File: src/rtl/williams2_pkg.sv
// Shared constants for the williams2 ROM loader:
// region map, region indices, download size and FSM states.
package williams2_pkg;

  localparam logic [18:0] PROG_LIM  = 19'h0FFFF;
  localparam logic [18:0] BANK_BASE = 19'h10000;
  localparam logic [18:0] BANK_LIM  = 19'h4FFFF;
  localparam logic [18:0] SND_BASE  = 19'h50000;
  localparam logic [18:0] SND_LIM   = 19'h5FFFF;
  localparam logic [18:0] GFX_BASE  = 19'h60000;
  localparam logic [18:0] GFX_LIM   = 19'h67FFF;

  localparam int RGN_PROG = 0;
  localparam int RGN_BANK = 1;
  localparam int RGN_SND  = 2;
  localparam int RGN_GFX  = 3;

  localparam logic [18:0] EXP_BYTES_DEF = 19'h68000;
  localparam logic [18:0] CNT_MAX       = 19'h7FFFF;

  typedef enum logic [2:0] {
    ST_IDLE,
    ST_LOAD,
    ST_SETTLE,
    ST_RUN,
    ST_ERROR
  } state_t;

endpackage

File: src/rtl/rom_region_decode.sv
// Combinational address decode: download byte address to
// one-hot region hit plus offset within that region.
module rom_region_decode
  import williams2_pkg::*;
(
  input  logic [18:0] i_addr,
  output logic [3:0]  o_hit,
  output logic [17:0] o_offset,
  output logic        o_miss
);

  logic [18:0] w_base;

  always_comb begin
    o_hit  = '0;
    o_miss = 1'b0;
    w_base = '0;
    unique case (1'b1)
      (i_addr <= PROG_LIM): begin
        o_hit[RGN_PROG] = 1'b1;
      end
      (i_addr >= BANK_BASE && i_addr <= BANK_LIM): begin
        o_hit[RGN_BANK] = 1'b1;
        w_base          = BANK_BASE;
      end
      (i_addr >= SND_BASE && i_addr <= SND_LIM): begin
        o_hit[RGN_SND] = 1'b1;
        w_base         = SND_BASE;
      end
      (i_addr >= GFX_BASE && i_addr <= GFX_LIM): begin
        o_hit[RGN_GFX] = 1'b1;
        w_base         = GFX_BASE;
      end
      default: o_miss = 1'b1;
    endcase
    o_offset = 18'(i_addr - w_base);
  end

endmodule

File: src/rtl/rom_load_ctrl.sv
// HPS ROM download controller: routes bytes into region
// write enables and sequences the williams2 core reset.
module rom_load_ctrl
  import williams2_pkg::*;
#(
  parameter int unsigned SETTLE_CYCLES  = 256,
  parameter logic [18:0] EXPECTED_BYTES = EXP_BYTES_DEF
) (
  input  logic        clock_12,
  input  logic        reset_n,
  input  logic        dn_download,
  input  logic        dn_wr,
  input  logic [15:0] dn_index,
  input  logic [18:0] dn_addr,
  input  logic [7:0]  dn_data,
  output logic [3:0]  rgn_we,
  output logic [17:0] wr_addr,
  output logic [7:0]  wr_data,
  output logic        core_reset,
  output logic        load_done,
  output logic        load_err,
  output logic [18:0] byte_count
);

  localparam logic [31:0] SETTLE_LAST =
    (SETTLE_CYCLES == 0) ? 32'd0 : 32'(SETTLE_CYCLES - 1);

  state_t      r_state;
  state_t      w_next;
  logic        r_dl_q;
  logic        r_dl_vld;
  logic        r_oob;
  logic [31:0] r_settle;
  logic [18:0] r_count;
  logic [3:0]  r_we;
  logic [17:0] r_wr_addr;
  logic [7:0]  r_wr_data;
  logic        r_core_reset;
  logic        r_done;
  logic        r_err;

  logic        w_rise;
  logic        w_fall;
  logic        w_accept;
  logic        w_enter_load;
  logic        w_settle_done;
  logic [3:0]  w_hit;
  logic [17:0] w_off;
  logic        w_miss;

  rom_region_decode u_dec (
    .i_addr   (dn_addr),
    .o_hit    (w_hit),
    .o_offset (w_off),
    .o_miss   (w_miss)
  );

  // r_dl_vld masks the stale copy right after reset, so a
  // level still high across reset is not seen as an edge.
  assign w_rise = dn_download & ~r_dl_q & r_dl_vld;
  assign w_fall = ~dn_download & r_dl_q & r_dl_vld;

  assign w_accept = dn_wr && (dn_index == 16'd0)
                 && dn_download && (r_state == ST_LOAD);

  assign w_settle_done = (r_settle == SETTLE_LAST);
  assign w_enter_load  = (w_next == ST_LOAD)
                      && (r_state != ST_LOAD);

  always_comb begin
    w_next = r_state;
    unique case (r_state)
      ST_IDLE: if (w_rise) w_next = ST_LOAD;
      ST_LOAD: begin
        if (w_fall) begin
          if (r_count == EXPECTED_BYTES && !r_oob)
            w_next = ST_SETTLE;
          else
            w_next = ST_ERROR;
        end
      end
      ST_SETTLE: begin
        if (w_rise)             w_next = ST_LOAD;
        else if (w_settle_done) w_next = ST_RUN;
      end
      ST_RUN:   if (w_rise) w_next = ST_LOAD;
      ST_ERROR: if (w_rise) w_next = ST_LOAD;
      default:  w_next = ST_IDLE;
    endcase
  end

  always_ff @(posedge clock_12 or negedge reset_n) begin
    if (!reset_n) begin
      r_state      <= ST_IDLE;
      r_dl_q       <= 1'b0;
      r_dl_vld     <= 1'b0;
      r_settle     <= '0;
      r_core_reset <= 1'b1;
      r_done       <= 1'b0;
      r_err        <= 1'b0;
    end else begin
      r_state      <= w_next;
      r_dl_q       <= dn_download;
      r_dl_vld     <= 1'b1;
      r_core_reset <= (w_next != ST_RUN);
      r_done       <= (w_next == ST_RUN);
      r_err        <= (w_next == ST_ERROR);
      if (r_state == ST_SETTLE && w_next == ST_SETTLE)
        r_settle <= r_settle + 32'd1;
      else
        r_settle <= '0;
    end
  end

  always_ff @(posedge clock_12 or negedge reset_n) begin
    if (!reset_n) begin
      r_count   <= '0;
      r_oob     <= 1'b0;
      r_we      <= '0;
      r_wr_addr <= '0;
      r_wr_data <= '0;
    end else begin
      r_we <= (w_accept && !w_miss) ? w_hit : 4'd0;
      if (w_accept) begin
        r_wr_addr <= w_off;
        r_wr_data <= dn_data;
      end
      if (w_enter_load) begin
        r_count <= '0;
        r_oob   <= 1'b0;
      end else if (w_accept) begin
        if (r_count != CNT_MAX) r_count <= r_count + 19'd1;
        if (w_miss) r_oob <= 1'b1;
      end
    end
  end

  assign rgn_we     = r_we;
  assign wr_addr    = r_wr_addr;
  assign wr_data    = r_wr_data;
  assign core_reset = r_core_reset;
  assign load_done  = r_done;
  assign load_err   = r_err;
  assign byte_count = r_count;

endmodule

File: config.mk
export PLATFORM = sky130hd
export DESIGN_NAME = rom_load_ctrl
export DESIGN_NICKNAME = d
export VERILOG_FILES = /design/src/rtl/williams2_pkg.sv /design/src/rtl/rom_region_decode.sv /design/src/rtl/rom_load_ctrl.sv
export SDC_FILE = /design/constraint.sdc
export NUM_CORES = 1
export LEC_CHECK = 0
export BUFFER_PORTS_ARGS = -buffer_cell sky130_fd_sc_hd__buf_4
export CAP_MARGIN = 30
export CELL_PAD_IN_SITES_DETAIL_PLACEMENT = 0
export CELL_PAD_IN_SITES_GLOBAL_PLACEMENT = 1
export CORE_AREA = 3 3 108 110
export CTS_CLUSTER_SIZE = 20
export DETAILED_ROUTE_END_ITERATION = 7
export DIE_AREA = 0 0 111 113
export PLACE_DENSITY_LB_ADDON = 0.1
export SETUP_SLACK_MARGIN = 0.4
export SYNTH_ARGS = -nofsm -noshare
export SYNTH_HDL_FRONTEND = slang
export SYNTH_SLANG_ARGS = --single-unit
File: constraint.sdc
create_clock -name clock_12 -period 2.85 [get_ports clock_12]
set_clock_uncertainty 0.15 [all_clocks]
set_input_delay 0.57 -clock clock_12 [delete_from_list [all_inputs] [get_ports clock_12]]
set_output_delay 0.57 -clock clock_12 [all_outputs]
set_load 0.005 [all_outputs]
Word level (Yosys, flattened, before mapping)
Index checks and enable logic that the tools add are counted.

word-level totals
  bits in registers = 90

operators by class
  add/subtract/negate cells = 3
  order comparisons = 7
  equality and inequality tests = 14
  muxes and demuxes = 19
  bitwise operators = 6
  reduce and logical (&&, ||, !) cells = 19

operators by type and width
  operator                                                                 count
  19-bit <= comparator, second input constant                              3
  19-bit two-way mux                                                       3
  18-bit one-hot mux with 3 select lines                                   1
  19-bit >= comparator, second input constant                              2
  32-bit by 1-bit adder with 32-bit output, second input constant          1
  32-bit by 8-bit equality test with 1-bit output, second input constant   1
  32-bit two-way mux                                                       1
  19-bit by 1-bit adder with 19-bit output, second input constant          1
  19-bit equality test, second input constant                              1
  19-bit by 17-bit >= comparator with 1-bit output, second input constant  1
  19-bit by 16-bit <= comparator with 1-bit output, second input constant  1
  19-bit != test, second input constant                                    1
  18-bit subtractor                                                        1
  16-bit logical NOT                                                       1
  3-bit two-way mux                                                        5
  3-bit by 2-bit equality test with 1-bit output, second input constant    4
  1-bit logical AND                                                        10
  3-bit one-hot mux with 3 select lines                                    1
  1-bit two-way mux                                                        7
  3-bit by 1-bit equality test with 1-bit output, second input constant    2
  3-bit equality test, second input constant                               2
  1-bit AND                                                                4
  4-bit two-way mux                                                        1
  2-bit AND reduction                                                      2
  other kinds (9)                                                          11

Longest topological paths before layout
  depth after elaboration = 9
  gate-level depth with buffers = 8
  depth with buffers taken out = 6

Cells and area by module
Synthesis repeated with hierarchy kept, for this count alone.

second synthesis, totals
  cells, all modules = 435
  area total of the unflattened synthesis = 4,516.8 sq um

by module, submodules not included
  module             instances  cells an instance  area an instance (sq um)  sequential area each (sq um)
  rom_load_ctrl      1          401                4,292.9                   2,253.4
  rom_region_decode  1          34                 224.0                     0.0

Least setup slack after synthesis
OpenSTA, ideal clock, no wires.

  path type = input to register
  start point = input dn_index[8]
  end point = register r_count[8] (netlist: byte_count[8])
  setup time = 0.125 ns
  arrival = 1.992 ns
  required time = 2.575 ns
  setup slack = 0.584 ns
  stages on the path = 6
  cell sequence = nor4_2 nand4_2 or2_0 buf_2 nor4_1 mux2_2

on the way
  cells in the longest elaborated chain, start to end = 6

ends and longest elaborated chain
  item                            RTL line              RTL
  start, declared                 rom_load_ctrl.sv:13   input logic [15:0] dn_index,
  16-bit logical NOT              rom_load_ctrl.sv:63   assign w_accept = dn_wr && (dn_index == 16'd0)
  1-bit logical AND               rom_load_ctrl.sv:63
  1-bit logical AND (2 in a row)  rom_load_ctrl.sv:64   && dn_download && (r_state == ST_LOAD);
  2-bit nonzero test (no line)    n/a
  2-bit AND reduction (no line)   n/a
  end signal, assigned            rom_load_ctrl.sv:132  if (r_count != CNT_MAX) r_count <= r_count + 19'd1;
  end, declared                   rom_load_ctrl.sv:34   logic [18:0] r_count;

Every way passes these cells.
A chain may end at the register's enable or synchronous reset.

Worst setup path in the final report
  start point = register r_count[1] (netlist: byte_count[1])
  end point = register r_count[6] (netlist: byte_count[6])

on the way
  cells in the longest elaborated chain, start to end = 9
  elaborated cells between the ends (all ways) = 15
  those cells by class = 1 x add/sub; 3 x eq/ne; 6 x mux; 5 x reduce/logical

ends and longest elaborated chain
  item                                            RTL line             RTL
  19-bit equality test                            rom_load_ctrl.sv:76  if (r_count == EXPECTED_BYTES && !r_oob)
  1-bit logical AND                               rom_load_ctrl.sv:76
  3-bit two-way mux                               rom_load_ctrl.sv:76
  3-bit two-way mux                               rom_load_ctrl.sv:75  if (w_fall) begin
  3-bit one-hot mux with 3 select lines           rom_load_ctrl.sv:72  unique case (r_state)
  3-bit by 1-bit equality test with 1-bit output  rom_load_ctrl.sv:67  assign w_enter_load = (w_next == ST_LOAD)
  1-bit logical AND                               rom_load_ctrl.sv:68  && (r_state != ST_LOAD);
  2-bit nonzero test (no line)                    n/a
  2-bit AND reduction (no line)                   n/a

Parallel ways exist; a longest one is shown, timed or not. The select of a mux whose other input is x is not followed.

==> metrics.md <==
| Metric | Value |
|---|---|
| RSZ-0062 raised after global routing | `false` |
| Grt total ovfl | `0` |
| Final GP Congestion | `0.781` |
| CTS buffer count | `9` |
| Mapped Nets | `520` |
| Dominant synthesized flop cell | `dfrtp_1` |
| Slew margin rel. | `56.7%` |
| Sequential share of the synthesized area | `51.6%` |
| Final max-slew violation count | `0` |
| TritonCTS clock tree | `done` |
| Max-Cap Viols | `0` |
| Clk root buf | `clkbuf_8` |
| CP required | `2.97 ns` |
| # DRC | `0` |
| Worst-path clk slew | `0.09 ns` |
| Layout area overhead | `26.8%` |
| Clock sink count | `90` |
| Power Density | `400 nW/um^2` |
| Initial Utilization | `40.4%` |
| Final period util | `80.1%` |
| Initial antenna violation count | `0` |
| Drt total wl | `10.9 mm` |
| Antenna cells | `0` |
| Number of synthesized flops with an enable pin | `0` |
| R2R cell count | `7` |
| Detail Placement HPWL | `7.56 mm` |
| Core footprint | `10,800 um^2` |
| Worst Max-Slew Pin Slew | `0.650 ns` |
| Worst Slack Setup Final | `0.567 ns` |
| Post-Synthesis Cell Area | `4360 um^2` |
| Antenna-violating nets left | `0` |
| 1st-pass router iterations | `4` |
| Deepest clock path buffer count | `2` |
| Fmax | `438 MHz` |
| Die ar. | `12,500 um^2` |
| Die height | `113 um` |
| Worst Path Max Fanout | `8` |
| Avg Inst Size Synth | `9.31 um^2` |
| Dpl ws | `0.202 ns` |
| DR iter-0 viols | `208` |
| Yosys cell types | `53` |
| Final hold vios | `0` |
| VDD IR max | `0.000261 V` |
| Largest net degree at the start of global routing | `47` |
| Status | `complete, no violations` |
| Crit. End Element | `flip-flop` |
| Startpoint types | `flip-flop` |
| Worst-Skew Late Latency | `0.37 ns` |
| R2R Path Start | `byte_count[1]` |
| Power, Total | `2.21 mW` |
| DR vias | `3,695` |
| # rows | `38` |
| Htree depth | `3` |
| Count of final setup violators | `0` |
| Setup CP Type | `reg2reg` |
| Global-route wire length before repair | `18.2 mm` |
| WP data arrival | `2.40 ns` |
| Synthesis warning total | `0` |
| Tmin final | `2.28 ns` |
| P_leak | `2.66 nW` |
| Number of global-route vias before repair | `3,615` |
| Total GRT Usage | `18.0%` |
| Share of cells above drive strength 1 | `26.0%` |
| Via density | `5.10` |
| WL per Instance | `15.0 um` |
| FFs w/ async S/R, synth | `100%` |
| Mapped Cells | `469` |
| Port Buffer Count | `98` |
| Post-layout nets | `631` |
| Critical Path Start | `byte_count[1]` |
| Hold Path Class | `in2async` |
| IO Count | `99` |
| Die span in x | `111 um` |
| Hold_buf cts | `0` |
| Post-layout util | `51.3%` |
| Fin Setup TNS | `0 ns` |
| Synth Register Bits | `90` |
==> power by group <==
part / internal (mW) / switching (mW)
Sequential: 1.28 / 0.00817
Combinational: 0.0618 / 0.0634
Clock: 0.336 / 0.461
==> registers in the layout (all words and copies together), names as in the netlist <==
signal and cells:
r_settle 32, byte_count 19, wr_addr 18, wr_data 8, rgn_we 4, r_state 3
core_reset 1, load_done 1, load_err 1, r_dl_q 1, r_dl_vld 1, r_oob 1
==> per-stage QoR <==
step	hold WS (ns)	instances	area (um^2)
6_report	0.0761	724	5530
3_3_place_gp	0.310	704	5320
3_5_place_dp	0.313	704	5320
5_1_grt	0.0995	724	5530
2_1_floorplan	0.124	469	4360
4_1_cts	0.0716	719	5490
==> cells by family (layout without fill, tap and decap cells) <==
logic type	count (synthesis)	after routing	share of synthesized area (%)
multiplexers	6	6	1.40
AO/OA/AOI/OAI	44	44	6.19
other	1	1	0.0859
adder cells (fa/ha/maj)	4	4	1.15
buffers and inverters	27	142	2.47
XOR/XNOR	27	27	5.42
AND/OR/NAND/NOR	270	270	31.7
flip-flops	90	90	51.6
==> final timing paths <==
path	slack [ns]	endpoint
min	0.08	r_dl_q
min reg2reg	0.33	wr_addr[8]
min in group clock_12	0.20	r_dl_q
max reg2reg	0.57	byte_count[6]
max in group asynchronous	1.80	r_settle[29]
max	0.57	byte_count[6]
==> metal layers <==
metal | routed length [um] | up-vias | global-route usage [%] | part of all wire (%)
li1 | - | 1840 | - | -
met1 | 5000 | 1749 | 23.8 | 46
met2 | 4980 | 96 | 27.4 | 46
met3 | 767 | 10 | 6.84 | 7.1
met4 | 121 | 0 | 5.75 | 1.1
met5 | 0 | - | 0 | 0
==> critical path: stages, from the launching register on <==
cell	delay, ns
dfrtp_1	0.46
ha_1	0.23
nand3_1	0.17
nor4_4	0.44
and2_2	0.32
buf_4	0.18
nor4_1	0.06
o21a_1	0.17
==> layout by cell type (no fill, tap or decap), types with 3 or more instances in the layout <==
cell type	n
a21oi_1	16
a31o_2	3
and3_1	4
and4_1	3
buf_4	114
clkbuf_8	10
dfrtp_1	89
ha_1	4
inv_1	12
mux2i_1	5
nand2_1	107
nand2b_1	5
nand3_1	22
nand3b_1	3
nand4_1	17
nor2_1	52
nor2b_1	3
nor3_1	5
nor4_1	13
o21ai_0	11
o31ai_1	4
or4_1	8
xnor2_1	6
xor2_1	21
==> Yosys cell counts (2+ instances only) <==
master | instances | area share [%]
nand2_1 | 107 | 9.2
dfrtp_1 | 89 | 51
nor2_1 | 53 | 4.6
nand3_1 | 22 | 2.5
xor2_1 | 21 | 4.2
nand4_1 | 17 | 2.4
a21oi_1 | 16 | 1.8
nor4_1 | 13 | 1.9
inv_1 | 12 | 1.0
o21ai_0 | 11 | 1.3
clkbuf_1 | 10 | 0.86
or4_1 | 8 | 1.4
xnor2_1 | 6 | 1.2
mux2i_1 | 5 | 1.1
nand2b_1 | 5 | 0.72
nor3_1 | 5 | 0.57
and3_1 | 4 | 0.57
ha_1 | 4 | 1.1
o31ai_1 | 4 | 0.69
a31o_2 | 3 | 0.60
and2_1 | 3 | 0.43
and4_1 | 3 | 0.60
nand3b_1 | 3 | 0.52
nor2b_1 | 3 | 0.43
buf_1 | 2 | 0.17
buf_2 | 2 | 0.23
nand4_2 | 2 | 0.57
nand4b_1 | 2 | 0.40
nor3_2 | 2 | 0.46
nor4_2 | 2 | 0.57
nor4_4 | 2 | 0.97
nor4b_1 | 2 | 0.40
nor4b_2 | 2 | 0.69
o21a_1 | 2 | 0.34
or2_1 | 2 | 0.29
or2_2 | 2 | 0.29
or3_1 | 2 | 0.29
==> repair_timing <==
action,CTS,global route
setup buffers,0,5
setup endpoints to repair,0,5
gates resized for setup,0,2
==> final cells by class <==
class	count	area (um^2)
flip-flops and latches	90	2250
multi-input cells	352	2010
inverters	12	45.0
well taps	140	175
clock inverters	4	28.8
fillers	1019	5260
clock buffers	11	141
repair buffers	115	876
Note: power is estimated with default switching activity, not from simulation.
